`src/rtl/adc_joiner.sv`:
```
// adc_joiner
//
// Receive side of the two-channel converter path. One bus carries channel A
// and channel B words in turn. This block pairs them up again and converts
// offset-binary codes to two's complement. It can also average blocks of
// 2^DEC_LOG2 pairs. Each finished pair comes out with a one-cycle valid
// strobe. Sequence errors and overrange events are reported for the
// register bank.
//
// Ports
//   clk        sole clock
//   rst        asynchronous reset, active low (0 = reset)
//   din        raw interleaved converter word
//   din_sel    1 = din is channel A, 0 = channel B
//   din_valid  word qualifier
//   clr        one-cycle pulse: clears err_cnt and the sticky overrange flags
//   dout_a/b   two's complement channel outputs, held between strobes
//   dout_valid one-cycle strobe per output pair
//   locked     alignment established (LOCK_PAIRS good pairs in a row)
//   err_cnt    saturating sequence-error count
//   ovr_a/b    sticky overrange flags
module adc_joiner #(
    parameter int DATA_WIDTH    = 14,
    parameter int OFFSET_BINARY = 1,
    parameter int DEC_LOG2      = 0,
    parameter int LOCK_PAIRS    = 4
) (
    input  logic                  clk,
    input  logic                  rst,
    input  logic [DATA_WIDTH-1:0] din,
    input  logic                  din_sel,
    input  logic                  din_valid,
    input  logic                  clr,
    output logic [DATA_WIDTH-1:0] dout_a,
    output logic [DATA_WIDTH-1:0] dout_b,
    output logic                  dout_valid,
    output logic                  locked,
    output logic [15:0]           err_cnt,
    output logic                  ovr_a,
    output logic                  ovr_b
);

    localparam int AW = DATA_WIDTH + DEC_LOG2;
    localparam int CW = DEC_LOG2 + 1;
    localparam logic [CW-1:0]         LAST_PAIR   = CW'((1 << DEC_LOG2) - 1);
    localparam logic [7:0]            LOCK_TARGET = 8'(LOCK_PAIRS);
    localparam logic [DATA_WIDTH-1:0] MAX_POS     = {1'b0, {(DATA_WIDTH-1){1'b1}}};
    localparam logic [DATA_WIDTH-1:0] MIN_NEG     = {1'b1, {(DATA_WIDTH-1){1'b0}}};

    typedef enum logic {HUNT, HOLD_A} pair_state_t;

    pair_state_t            state;
    logic [DATA_WIDTH-1:0]  din_q;
    logic                   sel_q;
    logic                   vld_q;
    logic [DATA_WIDTH-1:0]  held_a;
    logic signed [AW-1:0]   acc_a;
    logic signed [AW-1:0]   acc_b;
    logic [CW-1:0]          pair_cnt;
    logic [7:0]             good_cnt;

    logic [DATA_WIDTH-1:0]  conv;
    logic                   word_a;
    logic                   word_b;
    logic                   seq_err;
    logic                   pair_done;
    logic                   ovr_hit;
    logic signed [AW-1:0]   sum_a;
    logic signed [AW-1:0]   sum_b;
    logic signed [AW-1:0]   avg_a;
    logic signed [AW-1:0]   avg_b;

    // Decode the registered word. The block sums include the pair that is
    // just completing, so the last pair of a block needs no extra cycle.
    // The size casts sign-extend because their operands are signed.
    always_comb begin
        conv = din_q;
        if (OFFSET_BINARY != 0) begin
            conv[DATA_WIDTH-1] = ~din_q[DATA_WIDTH-1];
        end
        word_a    = vld_q & sel_q;
        word_b    = vld_q & ~sel_q;
        seq_err   = ((state == HUNT) && word_b) || ((state == HOLD_A) && word_a);
        pair_done = (state == HOLD_A) && word_b;
        ovr_hit   = (conv == MAX_POS) || (conv == MIN_NEG);
        sum_a     = acc_a + AW'(signed'(held_a));
        sum_b     = acc_b + AW'(signed'(conv));
        avg_a     = sum_a >>> DEC_LOG2;
        avg_b     = sum_b >>> DEC_LOG2;
    end

    // Input capture, pairing FSM, decimation, lock tracking and status.
    // A sequence error restarts the current decimation block and lock
    // qualification. A newly arriving A word always becomes the held A,
    // even when it replaces an unpaired A from an error.
    always_ff @(posedge clk or negedge rst) begin
        if (!rst) begin
            din_q      <= '0;
            sel_q      <= 1'b0;
            vld_q      <= 1'b0;
            state      <= HUNT;
            held_a     <= '0;
            acc_a      <= '0;
            acc_b      <= '0;
            pair_cnt   <= '0;
            good_cnt   <= '0;
            dout_a     <= '0;
            dout_b     <= '0;
            dout_valid <= 1'b0;
            locked     <= 1'b0;
            err_cnt    <= '0;
            ovr_a      <= 1'b0;
            ovr_b      <= 1'b0;
        end else begin
            din_q      <= din;
            sel_q      <= din_sel;
            vld_q      <= din_valid;
            dout_valid <= 1'b0;

            if (clr) begin
                err_cnt <= '0;
            end else if (seq_err && (err_cnt != 16'hFFFF)) begin
                err_cnt <= err_cnt + 16'd1;
            end

            if (word_a && ovr_hit) begin
                ovr_a <= 1'b1;
            end else if (clr) begin
                ovr_a <= 1'b0;
            end
            if (word_b && ovr_hit) begin
                ovr_b <= 1'b1;
            end else if (clr) begin
                ovr_b <= 1'b0;
            end

            case (state)
                HUNT: begin
                    if (word_a) begin
                        held_a <= conv;
                        state  <= HOLD_A;
                    end
                end
                HOLD_A: begin
                    if (word_a) begin
                        held_a <= conv;
                    end else if (word_b) begin
                        state <= HUNT;
                    end
                end
                default: state <= HUNT;
            endcase

            if (seq_err) begin
                acc_a    <= '0;
                acc_b    <= '0;
                pair_cnt <= '0;
                good_cnt <= '0;
                locked   <= 1'b0;
            end else if (pair_done) begin
                if (good_cnt != LOCK_TARGET) begin
                    good_cnt <= good_cnt + 8'd1;
                    if ((good_cnt + 8'd1) == LOCK_TARGET) begin
                        locked <= 1'b1;
                    end
                end
                if (pair_cnt == LAST_PAIR) begin
                    dout_a     <= avg_a[DATA_WIDTH-1:0];
                    dout_b     <= avg_b[DATA_WIDTH-1:0];
                    dout_valid <= 1'b1;
                    acc_a      <= '0;
                    acc_b      <= '0;
                    pair_cnt   <= '0;
                end else begin
                    acc_a    <= sum_a;
                    acc_b    <= sum_b;
                    pair_cnt <= pair_cnt + CW'(1);
                end
            end
        end
    end

endmodule

```
`config.mk`:
```
export PLATFORM = sky130hd
export DESIGN_NAME = adc_joiner
export DESIGN_NICKNAME = d
export VERILOG_FILES = /design/src/rtl/adc_joiner.sv
export SDC_FILE = /design/constraint.sdc
export NUM_CORES = 1
export LEC_CHECK = 0
export BUFFER_PORTS_ARGS = -buffer_cell sky130_fd_sc_hd__buf_4
export CAP_MARGIN = 10
export CORE_ASPECT_RATIO = 1.25
export CORE_MARGIN = 4
export CORE_UTILIZATION = 50
export CTS_CLUSTER_SIZE = 12
export DETAILED_ROUTE_END_ITERATION = 8
export PLACE_DENSITY = 0.73
export SYNTH_ARGS = -nofsm -noshare
export SYNTH_HDL_FRONTEND = slang
export SYNTH_SLANG_ARGS = --single-unit
```
`constraint.sdc`:
```
create_clock -name clk -period 2.6 [get_ports clk]
set_clock_uncertainty 0.2 [all_clocks]
set_input_delay 0.52 -clock clk [delete_from_list [all_inputs] [get_ports clk]]
set_output_delay 0.52 -clock clk [all_outputs]
set_load 0.02 [all_outputs]
```
**After elaboration in Yosys (flattened, before gate mapping)**

Index checks and enable logic that the tools add are counted.

- Latch bits: 0
- RAM bits: 0
- Memory bits (read-only): 0
- Input port bits: 19
- Memories kept: 0
- Flip-flop bits (word level): 116

- Eq/ne operators: 5
- $mul: 0
- Order comparisons: 0
- Div/mod/pow operators: 0
- Add/sub/neg operators: 5
- Muxes and demuxes: 29
- Shift-type cells: 0
- Bitwise logic cells: 7
- Reduce and logical (&&, ||, !) cells: 17

Operators by type and width:

| operator | count |
|---|---|
| $mux W14 | 7 |
| $mux W16 | 2 |
| $add A14 B14 Y14 | 2 |
| $mux W8 | 3 |
| $add A16 B1 Y16 const B | 1 |
| $mux W1 | 16 |
| $ne A16 B16 Y1 const B | 1 |
| $eq A14 B13 Y1 const B | 1 |
| $eq A14 B14 Y1 const B | 1 |
| $reduce_bool A2 Y1 | 6 |
| $add A8 B1 Y8 const B | 1 |
| $eq A8 B3 Y1 const B | 1 |
| $ne A8 B3 Y1 const B | 1 |
| $logic_and A1 B1 Y1 | 6 |
| $reduce_and A3 Y1 | 2 |
| $not A1 Y1 | 5 |
| $and A1 B1 Y1 | 2 |
| $logic_or A1 B1 Y1 | 2 |
| $pmux W1 S2 | 1 |
| $reduce_and A2 Y1 | 1 |
| $add A1 B1 Y1 const B | 1 |

**Longest topological paths before layout**

- Word-level depth: 7
- Mapped depth: 8
- Mapped depth without buffers: 7

**Worst setup path after synthesis**

No wires, ideal clock.

- Path type: flip-flop to flip-flop
- From: reg err_cnt[0]
- To: reg err_cnt[13]
- Period minus slack after synthesis: 2.197 ns
- Buffers on the path: 1
- Library setup time: 0.125 ns
- Required time: 2.275 ns
- Arrival: 1.872 ns
- Slack: 0.403 ns
- Stages on the path, launching flop included: 8
- Path through: dfrtp_1 -> ha_1 -> and2_1 -> and3_1 -> buf_6 -> nor4_4 -> nand3_2 -> mux2_4

- Longest elaborated chain between the ends: 3
- Elaborated cells on any way between the ends: 6

Ends and longest elaborated chain:

| element | RTL line | text |
|---|---|---|
| start, declared | 38 | `output logic [15:0] err_cnt,` |
| start signal, assigned | 123 | `err_cnt <= err_cnt + 16'd1;` |
| $add A16 B1 Y16 or $ne A16 B16 Y1 (tied branches) | 123, 122 |  |
| $mux W16 or $logic_and A1 B1 Y1 (tied branches) | 122 | `end else if (seq_err && (err_cnt != 16'hFFFF)) begin` |
| $mux W16 or $reduce_bool A2 Y1 (tied branches) | -- |  |

Parallel ways exist; a longest one is shown, timed or not. The select of a mux whose other input is x is not followed.
A chain may end at the register's enable or synchronous reset.

**Worst setup path in the final report**

Same ends and word-level chain as after synthesis.

==> results.cfg <==
[outcome]
status = finished clean

[setup_path]
reg2reg_depth = 6
reg2reg_to = err_cnt[13]$_DFFE_PN0P_
r2r_start = err_cnt[0]$_DFFE_PN0P_
crit_fanout = 7
cp-start-kind = flop
cp-end-kind = flop
worstPathRequired_ns = 2.64
ff2ff_setup_slack_ns = 0.37
worst-setup-path-type = reg2reg
cp.arrival_ns = 2.27

[placement]
place_area_sq_um = 4220
routabilityCongestion = 0.831
dp_hpwl_microns = 5190
numPortBuffers = 66
post-place-ws_ns = 0.385

[synthesis]
synth_ff_type = dfrtp_1
synth_seq_area_share_pct = 59.6
synth_area_per_cell_sq_um = 10.7
synth_area_sq_um = 3650
synth_top_cell_by_area = dfrtp_1
ys_async_sr_fraction_pct = 100
synth_top_cell_area_share_pct = 59.6
ys_seq_elements = 87
synth_cell_type_count = 45
synthTopCellsByArea = dfrtp_1, nand2_1, mux2_2
synth_edf_count = 0
synthCells = 341
synth_nets = 364
yosys_warnings = 0

[power_and_ir_drop]
p_seq_share_pct = 50.7
p_int_mw = 2.28
power_frac_comb_pct = 17.1
irDropWorstVdd_v = 0.000519
leakagePower_nw = 2.15
power_density_nw_per_um2 = 712
swShare_pct = 28.1
power.switching_uw = 889
p_clk_share_pct = 32.2

[hold_path]
hold_end = din_q[12]$_DFF_PN0_
hp-class = in2reg
hold_path_depth = 1
hold_start = din[12]

[routing]
drt-initial-drc-count = 94
routed_via_density = 5.24
wirelength_microns = 7350
drt.antenna.violating_nets = 0
drc_errors = 0
via_count = 2631
wl_per_cell_microns = 14.6
drtPass1Iterations = 4

[layout]
fin_nets = 431
drive_above_1_share_pct = 26.2
register_area_sq_um = 2180
syn_to_final_growth_pct = 21.8
final.fill_count = 568
fin_util_pct = 63.4
antennaDiodeCount = 0
multi_input_area_sq_um = 1370
fin_area_sq_um = 4450

[timing]
tightestPinTransition_ns = 0.646
whs_ns = 0.0693
final_hold_viol_count = 0
tns_ns = 0
finalCriticalPeriod_ns = 2.23
slew_headroom_pct = 56.8
max_freq_mhz = 448
setup_viol = 0
setup_ws_ns = 0.368
period_share_pct = 85.8
timing.final.max_slew_violations = 0
rsz0062_at_grt = no

[floorplanning]
ioPinCount = 67
core_sq_um = 7020
dieWidth_microns = 84.5
dieArea_sq_um = 8750
initial_core_util_pct = 52.0
rows = 34
die_h_microns = 104

[clock_tree]
worstSkewPairLatency_ns = 0.35
clock_tree.htree_level_count = 3
path_clk_slew_ns = 0.09
cts_root_buf = clkbuf_8
cts_tree = built
clock_sinks = 87
cts_made_buffers = 9
cts_setup_buffers = 0
cts.path.max_buffers = 2

[global_route]
grt_pass1_wl_microns = 12900
grt_max_degree = 48
grt_overflow_total = 0
grt_pass1_vias = 2718
antenna_found_initial = 0
grtUsageTotal_pct = 18.1

[job]
cap_viol_max_count = 0
## layer usage
| metal | global-route usage (%) | wire length (microns) | vias to the layer above |
|---|---|---|---|
| met5 | 0 | 0 | - |
| met2 | 29.6 | 3730 | 57 |
| li1 | - | - | 1271 |
| met3 | 5.40 | 435 | 6 |
| met1 | 23.3 | 3090 | 1297 |
| met4 | 5.77 | 94 | 0 |
## cells in the mapped netlist, types with 2 or more instances
cell	instances
nor3_1	4
nor4b_1	2
mux2_2	13
xnor2_1	10
and4_1	2
and3_1	4
buf_6	2
nand3_1	9
xor2_1	3
a21oi_1	5
mux2_4	2
nor2_1	19
a211oi_1	5
ha_1	4
nand2_1	94
and2_1	2
nand4_1	7
clkbuf_1	10
dfrtp_1	87
a31oi_1	3
nor2b_1	5
nor4_1	4
inv_1	10
o21ai_0	14
## cell type report
| type | count | area share (%) |
|---|---|---|
| multi-input cells | 230 | 30.7 |
| clock inverters | 6 | 2.08 |
| flip-flops and latches | 87 | 48.9 |
| inverters | 10 | 0.843 |
| clock buffers | 9 | 2.78 |
| repair buffers | 70 | 12.1 |
| well taps | 90 | 2.53 |
## registers in the layout, summed over array words and instances, names as in the netlist, 8 cells and up, named ones only
name	flops
din_q	14
dout_a	14
dout_b	14
err_cnt	16
good_cnt	8
held_a	14
## power groups by stage
stage,clock [mW],combinational [mW],sequential (mW)
final,1.02,0.542,1.61
after floorplan,0,0.163,1.74
after CTS,1.05,0.552,1.61
after detailed placement,0,0.548,1.63
after global routing,1.11,0.597,1.63
after global placement,0,0.536,1.63
## cells in the final DEF, fill, tap and decap left out, types with 2 or more instances in the layout
cell type / netlist / layout
clkinvlp_4: 0 / 2
nor2_1: 19 / 19
inv_6: 0 / 2
nor2b_1: 5 / 5
inv_1: 10 / 10
nor4b_1: 2 / 2
ha_1: 4 / 4
nor4_1: 4 / 4
bufinv_16: 0 / 2
buf_4: 1 / 68
mux2_2: 13 / 13
a211oi_1: 5 / 5
mux2_4: 2 / 2
dfrtp_1: 87 / 87
a31oi_1: 3 / 3
nor3_1: 4 / 4
a21oi_1: 5 / 5
nand2_1: 94 / 94
xnor2_1: 10 / 10
clkbuf_8: 0 / 9
o21ai_0: 14 / 14
and3_1: 4 / 4
nand3_1: 9 / 9
and2_1: 2 / 2
and4_1: 2 / 2
nand4_1: 7 / 7
xor2_1: 3 / 3
## kinds of logic (layout without fill, tap and decap cells)
logic type | after synthesis | after routing | synth area share [%]
adder cells (fa/ha/maj) | 4 | 4 | 1.37
AO/OA/AOI/OAI | 35 | 35 | 5.92
flip-flops | 87 | 87 | 59.6
buffers and inverters | 24 | 95 | 3.01
XOR/XNOR | 14 | 14 | 3.87
AND/OR/NAND/NOR | 160 | 160 | 20.8
multiplexers | 17 | 17 | 5.41
## worst max-delay path by stage
stage	from	end	slack (ns)	depth (start not counted)
floorplan	err_cnt[0]$_DFFE_PN0P_	err_cnt[13]$_DFFE_PN0P_	0.40	7
global placement	err_cnt[0]$_DFFE_PN0P_	err_cnt[13]$_DFFE_PN0P_	0.45	6
detailed placement	err_cnt[0]$_DFFE_PN0P_	err_cnt[13]$_DFFE_PN0P_	0.39	6
CTS	err_cnt[0]$_DFFE_PN0P_	err_cnt[13]$_DFFE_PN0P_	0.38	6
global route	err_cnt[0]$_DFFE_PN0P_	err_cnt[6]$_DFFE_PN0P_	0.29	6
finish	err_cnt[0]$_DFFE_PN0P_	err_cnt[13]$_DFFE_PN0P_	0.37	6
## critical path, cell delays in order (launching register included)
cell	delay, ns
dfrtp_1	0.44
ha_1	0.24
and2_1	0.20
and3_1	0.32
nor4_4	0.31
nand3_2	0.11
mux2_4	0.30
## per-stage QoR
stage | power (mW) | std cells
2_1_floorplan | 1.90 | 341
3_3_place_gp | 2.17 | 486
3_5_place_dp | 2.18 | 486
4_1_cts | 3.21 | 502
5_1_grt | 3.33 | 502
6_report | 3.17 | 502
## timing repair
item | in CTS | in global routing
resized for setup | 0 | 0
hold buffers | 1 | 0
hold endpoints to repair | 46 | 0
Note: power is estimated with default switching activity, not from simulation.
